**src/rtl/fp_operand_unpack.sv**
```systemverilog
// Front stage of the FP add/sub datapath: unpacks two single-precision
// operands, applies the subtract sign flip and derives the adder metadata
// (magnitude order, saturated exponent shift, infinity/NaN flags).
module fp_operand_unpack #(
    parameter int unsigned SHIFT_SAT = 24
) (
    input  logic        clk_i,
    input  logic        rst_i,
    input  logic        data_valid_i,
    output logic        data_ready_o,
    input  logic [31:0] a_i,
    input  logic [31:0] b_i,
    input  logic        sub_i,
    output logic        out_valid_o,
    input  logic        out_ready_i,
    output logic        x_sign_o,
    output logic [7:0]  x_exp_o,
    output logic [22:0] x_frac_o,
    output logic        y_sign_o,
    output logic [7:0]  y_exp_o,
    output logic [22:0] y_frac_o,
    output logic        x_greater_o,
    output logic [7:0]  exp_shift_o,
    output logic        infinity_o,
    output logic        nan_o
);

    localparam logic [1:0] IDLE    = 2'd0;
    localparam logic [1:0] COMPARE = 2'd1;
    localparam logic [1:0] HOLD    = 2'd2;

    localparam logic [7:0] EXP_MAX = 8'hFF;

    logic [1:0]  state_q, state_d;
    logic [31:0] a_q, a_d;
    logic [31:0] b_q, b_d;          // b with effective (post-subtract) sign
    logic        data_ready_q, data_ready_d;
    logic        out_valid_q, out_valid_d;

    logic        x_sign_q, x_sign_d;
    logic [7:0]  x_exp_q, x_exp_d;
    logic [22:0] x_frac_q, x_frac_d;
    logic        y_sign_q, y_sign_d;
    logic [7:0]  y_exp_q, y_exp_d;
    logic [22:0] y_frac_q, y_frac_d;
    logic        x_greater_q, x_greater_d;
    logic [7:0]  exp_shift_q, exp_shift_d;
    logic        infinity_q, infinity_d;
    logic        nan_q, nan_d;

    logic [7:0]  x_exp_c, y_exp_c, exp_diff_c, exp_shift_c;
    logic [22:0] x_frac_c, y_frac_c;
    logic        x_nan_c, y_nan_c, x_inf_c, y_inf_c, nan_c, inf_c, x_greater_c;

    // Handshake sequencing and operand capture
    always_comb begin
        state_d     = state_q;
        a_d         = a_q;
        b_d         = b_q;
        out_valid_d = out_valid_q;
        case (state_q)
            IDLE: begin
                if (data_valid_i && data_ready_q) begin
                    a_d     = a_i;
                    b_d     = {b_i[31] ^ sub_i, b_i[30:0]};
                    state_d = COMPARE;
                end
            end
            COMPARE: begin
                state_d     = HOLD;
                out_valid_d = 1'b1;
            end
            HOLD: begin
                if (out_ready_i) begin
                    state_d     = IDLE;
                    out_valid_d = 1'b0;
                end
            end
            default: begin
                state_d     = IDLE;
                out_valid_d = 1'b0;
            end
        endcase
        data_ready_d = (state_d == IDLE);
    end

    // Operand decomposition with denormal flush and special-value detection
    always_comb begin
        x_exp_c     = a_q[30:23];
        y_exp_c     = b_q[30:23];
        x_frac_c    = (x_exp_c == 8'd0) ? 23'd0 : a_q[22:0];
        y_frac_c    = (y_exp_c == 8'd0) ? 23'd0 : b_q[22:0];
        x_greater_c = {x_exp_c, x_frac_c} >= {y_exp_c, y_frac_c};
        exp_diff_c  = (x_exp_c >= y_exp_c) ? (x_exp_c - y_exp_c) : (y_exp_c - x_exp_c);
        exp_shift_c = (32'(exp_diff_c) >= SHIFT_SAT) ? 8'(SHIFT_SAT) : exp_diff_c;
        x_nan_c     = (x_exp_c == EXP_MAX) && (x_frac_c != 23'd0);
        y_nan_c     = (y_exp_c == EXP_MAX) && (y_frac_c != 23'd0);
        x_inf_c     = (x_exp_c == EXP_MAX) && (x_frac_c == 23'd0);
        y_inf_c     = (y_exp_c == EXP_MAX) && (y_frac_c == 23'd0);
        nan_c       = x_nan_c || y_nan_c || (x_inf_c && y_inf_c && (a_q[31] != b_q[31]));
        inf_c       = (x_inf_c || y_inf_c) && !nan_c;
    end

    // Result registers load only in COMPARE and hold otherwise
    always_comb begin
        x_sign_d    = x_sign_q;
        x_exp_d     = x_exp_q;
        x_frac_d    = x_frac_q;
        y_sign_d    = y_sign_q;
        y_exp_d     = y_exp_q;
        y_frac_d    = y_frac_q;
        x_greater_d = x_greater_q;
        exp_shift_d = exp_shift_q;
        infinity_d  = infinity_q;
        nan_d       = nan_q;
        if (state_q == COMPARE) begin
            x_sign_d    = a_q[31];
            x_exp_d     = x_exp_c;
            x_frac_d    = x_frac_c;
            y_sign_d    = b_q[31];
            y_exp_d     = y_exp_c;
            y_frac_d    = y_frac_c;
            x_greater_d = x_greater_c;
            exp_shift_d = exp_shift_c;
            infinity_d  = inf_c;
            nan_d       = nan_c;
        end
    end

    // State and output registers with synchronous reset
    always_ff @(posedge clk_i) begin
        if (rst_i) begin
            state_q      <= IDLE;
            a_q          <= '0;
            b_q          <= '0;
            data_ready_q <= 1'b0;
            out_valid_q  <= 1'b0;
            x_sign_q     <= 1'b0;
            x_exp_q      <= '0;
            x_frac_q     <= '0;
            y_sign_q     <= 1'b0;
            y_exp_q      <= '0;
            y_frac_q     <= '0;
            x_greater_q  <= 1'b0;
            exp_shift_q  <= '0;
            infinity_q   <= 1'b0;
            nan_q        <= 1'b0;
        end else begin
            state_q      <= state_d;
            a_q          <= a_d;
            b_q          <= b_d;
            data_ready_q <= data_ready_d;
            out_valid_q  <= out_valid_d;
            x_sign_q     <= x_sign_d;
            x_exp_q      <= x_exp_d;
            x_frac_q     <= x_frac_d;
            y_sign_q     <= y_sign_d;
            y_exp_q      <= y_exp_d;
            y_frac_q     <= y_frac_d;
            x_greater_q  <= x_greater_d;
            exp_shift_q  <= exp_shift_d;
            infinity_q   <= infinity_d;
            nan_q        <= nan_d;
        end
    end

    assign data_ready_o = data_ready_q;
    assign out_valid_o  = out_valid_q;
    assign x_sign_o     = x_sign_q;
    assign x_exp_o      = x_exp_q;
    assign x_frac_o     = x_frac_q;
    assign y_sign_o     = y_sign_q;
    assign y_exp_o      = y_exp_q;
    assign y_frac_o     = y_frac_q;
    assign x_greater_o  = x_greater_q;
    assign exp_shift_o  = exp_shift_q;
    assign infinity_o   = infinity_q;
    assign nan_o        = nan_q;

endmodule

```
**config.mk**
```make
export PLATFORM = sky130hd
export DESIGN_NAME = fp_operand_unpack
export DESIGN_NICKNAME = d
export VERILOG_FILES = /design/src/rtl/fp_operand_unpack.sv
export SDC_FILE = /design/constraint.sdc
export NUM_CORES = 1
export LEC_CHECK = 0
export ABC_AREA = 0
export CORE_UTILIZATION = 55
export CTS_CLUSTER_DIAMETER = 60
export DETAILED_ROUTE_END_ITERATION = 16
export GPL_ROUTABILITY_DRIVEN = 0
export GPL_TIMING_DRIVEN = 0
export PLACE_DENSITY = 0.9
export SYNTH_ARGS = -nofsm -noshare
export SYNTH_HDL_FRONTEND = slang
export SYNTH_SLANG_ARGS = --single-unit
```
**constraint.sdc**
```tcl
create_clock -name clk_i -period 4.9 [get_ports clk_i]
set_input_delay 0.98 -clock clk_i [delete_from_list [all_inputs] [get_ports clk_i]]
set_output_delay 0.98 -clock clk_i [all_outputs]
set_load 0.02 [all_outputs]
```
==> out/qor.txt, run 1 <==
Skew-Pair Late Insertion Delay = 430 ps
PwrDens = 355 mW/mm^2
synthesized cell area = 0.00652 sq mm
setup_tns = 0 ps
first-pass GRT wire length = 34200 um
final setup violation count = 0
ys async rst share = 0
total wire length = 21300 um
std cell rows = 39
number of synthesis warnings = 0
Simple-Gate Fraction of Synth Area = 0.244
Final Net Count = 1112
# DRC = 1
number of setup buffers added after CTS = 0
largest family of logic cells by synthesized area = simple AND/OR/NAND/NOR gates
DRT iter0 DRCs = 754
Die Y = 111 um
Via density = 5.98
commonest non-fill, non-tap cell in the layout = nand2_1
Flop pwr share = 0.399
post-synthesis mux area share = 0.00941
antenna cell count = 0
XOR/XNOR Fraction of Synth Area = 0.0108
Synth top area share = 0.439
crit end category = register
initial antenna violation count = 0
pre-CTS setup slack = 1740 ps
status = complete, but fails checks
max-cap violations = 0
Final Worst Setup Slack = 1570 ps
proportion of layout cells with a drive suffix above 1 = 0.0434
adder-cell share of the synthesized area = 0.0810
Slew headroom = 0.511
final worst-path cycle share = 0.679
failing checks = design-rule violations
Switching Fraction = 0.287
Net Switching = 0.000891 W
Critical Setup Path Class = register to register
total grt overflow = 0
largest net degree at the start of global routing = 17
core area = 0.0115 sq mm
fin crit period = 3330 ps
distinct cell type count after synthesis = 43
Layout Cells excl Fill = 1157
TritonRoute pass-1 iters = 13
GRT Total Usage = 0.352
CTS root buf = clkbuf_16
count of flip-flops with a built-in enable after synthesis = 0
VDD IR max = 0.000257 V
Synth area leader = dfxtp_1
WL/cell = 18.4 um
CP max FO = 10
most frequent cells in the layout = nand2_1 (266), clkdlybuf4s50_1 (144), dfxtp_1 (143)
Seq cells post-synth = 143
Leak Pwr = 3.24 nW
H-tree Lvls = 4
Routed Antenna Nets = 0
Clk network pwr share = 0.436
Synth Net Count = 949
FMAX = 301 MHz
Port Buffer Count = 144
Post-Synthesis Cells = 839
Clock transition at path regs = 60 ps
Gate power share = 0.165
cell internal pwr = 0.00221 W
dpl cells = 1126
dominant cells by area after synthesis = dfxtp_1 (44%), nand2_1 (15%), a21oi_1 (11%)
CP arrival = 3640 ps
Worst EP required = 5210 ps
post-synthesis compound-gate area fraction = 0.170
Hold Fails Final Rpt = 0
Syn-to-layout area delta = 34.1%
clk buf depth = 2
worst hold path type = register to register
Synth Area per Inst = 7.77 sq um
RSZ-0062 raised after global routing = false
detailed-route via count = 6916
ys flop type = dfxtp_1
Slew @ Worst Pin = 734 ps
final clock skew = 11.1 ps
HPWL after DPL = 14200 um
max-slew violations = 0
vias in the first global route = 6821
CTS tree = done
Num CTS Buffers = 17
die outline area = 0.0123 sq mm
sequential element share of the synthesized area = 0.439
Worst Setup Start Kind = register
Initial Util = 0.568
# resized after CTS = 0
hold_buf cts = 0
Ports = 146
final core utilization = 0.762
Die W = 111 um
clk sinks = 143
critical path: stages, from the launching register on:
cell	delay [ps]
dfxtp_1	380
nor4_1	360
nand2_1	240
clkbuf_1	250
and2_1	250
ha_1	320
a21o_1	160
a21o_1	160
a211o_1	300
a21o_1	200
a221o_1	310
a31oi_1	200
nor2_1	70
power by group through the flow:
stage	Combinational, W	Sequential (W)	Clock, W
final	0.000513	0.00124	0.00135
after global routing	0.000548	0.00124	0.00140
after CTS	0.000497	0.00124	0.00134
after detailed placement	0.000478	0.00126	0
after global placement	0.000464	0.00126	0
after floorplan	0.000313	0.00126	0
stage by stage:
| step | hold WS [ps] | instance area (sq um) | total power, W |
|---|---|---|---|
| 2_1_floorplan | 444 | 6520 | 0.00157 |
| 3_3_place_gp | 443 | 8140 | 0.00172 |
| 3_5_place_dp | 446 | 8140 | 0.00174 |
| 4_1_cts | 456 | 8740 | 0.00307 |
| 5_1_grt | 476 | 8740 | 0.00319 |
| 6_report | 455 | 8740 | 0.00310 |
path summary, 6_finish.rpt:
path                            depth (start not counted)  slack [ps]                        to                  start
worst max register to register                         12        1570  x_greater_o$_SDFFE_PP0P_   a_q[26]$_SDFFE_PP0P_
worst min-delay path                                    2         450     x_sign_o$_SDFFE_PP0P_  x_sign_o$_SDFFE_PP0P_
worst min register to register                          2         450     x_sign_o$_SDFFE_PP0P_  x_sign_o$_SDFFE_PP0P_
worst max-delay path                                   12        1570  x_greater_o$_SDFFE_PP0P_   a_q[26]$_SDFFE_PP0P_
area by class of cell:
| type | instances | area [sq um] |
|---|---|---|
| plain buffers | 56 | 230 |
| clock buffers | 17 | 425 |
| clock inverters | 14 | 179 |
| fillers | 765 | 2730 |
| inverters | 17 | 63.8 |
| multi-input cells | 623 | 3360 |
| flip-flops and latches | 143 | 2860 |
| well taps | 143 | 179 |
| repair buffers | 144 | 1440 |
state kept, by name, summed over array words and instances (netlist names):
| signal | flops |
|---|---|
| a_q | 32 |
| b_q | 32 |
| data_ready_o | 1 |
| exp_shift_o | 8 |
| infinity_o | 1 |
| nan_o | 1 |
| out_valid_o | 1 |
| state_q | 2 |
| x_exp_o | 8 |
| x_frac_o | 23 |
| x_greater_o | 1 |
| x_sign_o | 1 |
| y_exp_o | 8 |
| y_frac_o | 23 |
| y_sign_o | 1 |
layer usage:
layer / vias to the layer above / GRT usage / wire length [um]
met5: - / 0 / 0
met4: 0 / 0.188 / 1030
met3: 104 / 0.0662 / 2260
met2: 458 / 0.574 / 9690
met1: 3188 / 0.439 / 8320
li1: 3166 / - / -
cells in the mapped netlist (2+ instances only):
| master | n |
|---|---|
| mux2i_1 | 5 |
| nor2_1 | 16 |
| and2_1 | 23 |
| buf_1 | 6 |
| o31ai_1 | 3 |
| xor2_1 | 2 |
| a21o_1 | 16 |
| inv_1 | 17 |
| buf_6 | 2 |
| a211o_1 | 2 |
| o211a_1 | 2 |
| dfxtp_1 | 143 |
| clkbuf_1 | 44 |
| nor4_1 | 14 |
| a31oi_1 | 5 |
| nand2_1 | 266 |
| fa_1 | 2 |
| a211oi_1 | 2 |
| o21ai_0 | 13 |
| nand4_1 | 13 |
| ha_1 | 39 |
| a221oi_1 | 2 |
| xnor2_1 | 6 |
| a21o_2 | 4 |
| a21oi_1 | 139 |
| nor3_1 | 3 |
| nand3_1 | 27 |
| and3_1 | 5 |
| buf_2 | 4 |
cells by family (layout without fill, tap and decap cells):
logic type | Yosys count | after routing
multiplexers | 6 | 6
flip-flops | 143 | 143
XOR/XNOR | 8 | 8
AND/OR/NAND/NOR | 372 | 372
adder cells (fa/ha/maj) | 41 | 41
AO/OA/AOI/OAI | 196 | 196
buffers and inverters | 73 | 248
Note: power is estimated with default switching activity, not from simulation.
==> run 2, diff against run 1 <==
--- a/config.mk
+++ b/config.mk
@@ -6,12 +6,12 @@
 export NUM_CORES = 1
 export LEC_CHECK = 0
 export ABC_AREA = 0
-export CORE_UTILIZATION = 55
+export CORE_UTILIZATION = 51
 export CTS_CLUSTER_DIAMETER = 60
 export DETAILED_ROUTE_END_ITERATION = 16
 export GPL_ROUTABILITY_DRIVEN = 0
 export GPL_TIMING_DRIVEN = 0
-export PLACE_DENSITY = 0.9
+export PLACE_DENSITY = 0.85
 export SYNTH_ARGS = -nofsm -noshare
 export SYNTH_HDL_FRONTEND = slang
 export SYNTH_SLANG_ARGS = --single-unit
==> constraint.sdc (replaced) <==
create_clock -name clk_i -period 3.1 [get_ports clk_i]
set_input_delay 0.62 -clock clk_i [delete_from_list [all_inputs] [get_ports clk_i]]
set_output_delay 0.62 -clock clk_i [all_outputs]
set_load 0.02 [all_outputs]
==> out/qor.txt, run 2 (same netlist as run 1, synthesis figures left out) <==
worst hold path type = register to register (unchanged)
Final Power = 0.00478 W (was 0.00310 W)
hold_buf cts = 0 (unchanged)
GRT Total Usage = 0.298 (was 0.352)
Die W = 115 um (was 111 um)
PwrDens = 543 mW/mm^2 (was 355 mW/mm^2)
final core utilization = 0.721 (was 0.762)
max-cap violations = 0 (unchanged)
Hold Fails Final Rpt = 0 (unchanged)
CP arrival = 3300 ps (was 3640 ps)
CP Launch Point = a_q[30]$_SDFFE_PP0P_ (was a_q[26]$_SDFFE_PP0P_)
CP max stage cell = dfxtp_2 (was dfxtp_1)
pre-CTS setup slack = -102 ps (was 1740 ps)
placed cell area = 0.00817 sq mm (was 0.00814 sq mm)
Final Net Count = 1114 (was 1112)
die outline area = 0.0132 sq mm (was 0.0123 sq mm)
R2R Setup Slk = 120 ps (was 1570 ps)
clk buf depth = 2 (unchanged)
Port Buffer Count = 144 (unchanged)
crit path cell chain = nor4_2, nand2_1, buf_4, clkbuf_1, and2_1, ha_1, a21o_1, a21o_1, a21oi_1, o21ai_0, a211o_1, a31oi_2, nor2_1 (was nor4_1, nand2_1, clkbuf_1, and2_1, ha_1, a21o_1, a21o_1, a211o_1, a21o_1, a221o_1, a31oi_1, nor2_1)
final clock skew = 8.29 ps (was 11.1 ps)
fin crit period = 2980 ps (was 3330 ps)
core area = 0.0122 sq mm (was 0.0115 sq mm)
detailed-route via count = 6567 (was 6916)
proportion of layout cells with a drive suffix above 1 = 0.0571 (was 0.0434)
CTS root buf = clkbuf_16 (unchanged)
first-pass GRT wire length = 30000 um (was 34200 um)
gr busiest metal = met2 (unchanged)
Routed Antenna Nets = 0 (unchanged)
status = completed (was complete, but fails checks)
initial antenna violation count = 0 (unchanged)
Top cell by count, worst path = a21o_1 (unchanged)
H-tree Lvls = 4 (unchanged)
most frequent cells in the layout = nand2_1 (265), clkdlybuf4s50_1 (144), a21oi_1 (139) (was nand2_1 (266), clkdlybuf4s50_1 (144), dfxtp_1 (143))
crit-path max cell delay = 370 ps (was 380 ps)
commonest non-fill, non-tap cell in the layout = nand2_1 (unchanged)
Via density = 5.55 (was 5.98)
reg2reg end = x_greater_o$_SDFFE_PP0P_ (unchanged)
final worst-path cycle share = 0.961 (was 0.679)
Clock transition at path regs = 60 ps (about the same)
Slew @ Worst Pin = 751 ps (was 734 ps)
largest net degree at the start of global routing = 17 (unchanged)
Initial Util = 0.534 (was 0.568)
HPWL after DPL = 13900 um (was 14200 um)
worst reg2reg startpoint = a_q[30]$_SDFFE_PP0P_ (was a_q[26]$_SDFFE_PP0P_)
Worst Setup Start Kind = register (unchanged)
max-slew violations = 0 (unchanged)
# DRC = 0 (was 1)
Worst Hold Path EP = y_exp_o[7]$_SDFFE_PP0P_ (was x_sign_o$_SDFFE_PP0P_)
Leak Pwr = 3.26 nW (was 3.24 nW)
reg2reg path depth = 13 (was 12)
Worst EP required = 3420 ps (was 5210 ps)
Critical Setup Path Class = register to register (unchanged)
Layout Cells excl Fill = 1184 (was 1157)
GR Util met3 = 0.0648 (was 0.0662)
Die Y = 115 um (was 111 um)
grt met2 use = 0.482 (was 0.574)
Slew headroom = 0.499 (was 0.511)
total grt overflow = 0 (unchanged)
std cell rows = 40 (was 39)
FMAX = 336 MHz (was 301 MHz)
antenna cell count = 0 (unchanged)
Skew-Pair Late Insertion Delay = 430 ps (about the same)
met1 Usage GRT = 0.388 (was 0.439)
Top delay family on crit path = compound AO/OA/AOI/OAI gates (unchanged)
vias in the first global route = 5981 (was 6821)
dpl cells = 1151 (was 1126)
final setup violation count = 0 (unchanged)
crit end category = register (unchanged)
VDD IR max = 0.000372 V (was 0.000257 V)
TritonRoute pass-1 iters = 9 (was 13)
HP Start = y_exp_o[7]$_SDFFE_PP0P_ (was x_sign_o$_SDFFE_PP0P_)
total wire length = 19200 um (was 21300 um)
Num CTS Buffers = 17 (unchanged)
Cells on Worst Hold Path = 2 (unchanged)
CP Buf/Inv Count = 2 (was 1)
top flop regs = a_q (32), b_q (32) (unchanged)
Post-Layout Inst Area = 0.00880 sq mm (was 0.00874 sq mm)
Syn-to-layout area delta = 35.1% (was 34.1%)
clk sinks = 143 (unchanged)
CTS tree = done (unchanged)
CP max FO = 10 (unchanged)
Ports = 146 (unchanged)
WL/cell = 16.2 um (was 18.4 um)
DRT iter0 DRCs = 513 (was 754)
Final Worst Setup Slack = 120 ps (was 1570 ps)
run 2: changes by cell type in the layout (fill, tap and decap cells not counted), moves of 2 or more:
| cell | previous run | this run |
|---|---|---|
| buf_4 | 0 | 2 |
| clkinv_4 | 1 | 3 |
| nor4_1 | 14 | 10 |
| dfxtp_2 | 0 | 5 |
| dfxtp_1 | 143 | 138 |
| nor4_2 | 0 | 4 |
| inv_6 | 6 | 2 |
run 2: timing repair:
action,CTS,global route
gates cloned,0,0
resized for setup,2,14
pin swaps,1,2
endpoints found under the hold margin,0,0
buffers inserted,1,1
setup endpoints to repair,1,1
run 2: final cells by class:
cell class	instances	area [sq um]
fillers	935	3410
multi-input cells	623	3390
flip-flops and latches	143	2870
repair buffers	146	1460
clock buffers	19	443
plain buffers	56	233
well taps	168	210
clock inverters	12	136
inverters	17	63.8
run 2: worst max-delay path by stage:
stage                                     to  slack (ps)  depth (start not counted)
finish              x_greater_o$_SDFFE_PP0P_         120                         13
global route        x_greater_o$_SDFFE_PP0P_         -30                         13
global placement    x_greater_o$_SDFFE_PP0P_           5                         12
detailed placement  x_greater_o$_SDFFE_PP0P_        -100                         12
floorplan           x_greater_o$_SDFFE_PP0P_         360                         12
CTS                 x_greater_o$_SDFFE_PP0P_           2                         12
run 2: worst register-to-register path: cells and delay by family, from the launching register on:
| family | cells | cell delay, ps |
|---|---|---|
| AND/OR/NAND/NOR | 4 | 690 |
| AO/OA/AOI/OAI | 6 | 1140 |
| flip-flops | 1 | 370 |
| adder cells (fa/ha/maj) | 1 | 320 |
| buffers and inverters | 2 | 350 |
run 2: report_power, final:
group | switching, W | total (W) | leakage, nW | internal, W
Sequential | 0.0000625 | 0.00196 | 1.16 | 0.00189
Clock | 0.000815 | 0.00202 | 0.276 | 0.00120
Combinational | 0.000465 | 0.000806 | 1.82 | 0.000342
Total | 0.00134 | 0.00478 | 3.26 | 0.00344
run 2: per-stage QoR:
step | hold WS (ps) | TNS [ps]
floorplan | 444 | 0
global placement | 442 | 0
detailed placement | 448 | -102
CTS | 456 | 0
global route | 474 | -30.0
finish | 455 | 0
run 2: routing by layer:
layer	part of all wire	vias to the layer above	wire [um]
met3	0.090	43	1720
met1	0.42	3041	8170
li1	-	3178	-
met4	0.027	0	518
met2	0.46	305	8810
met5	0	-	0
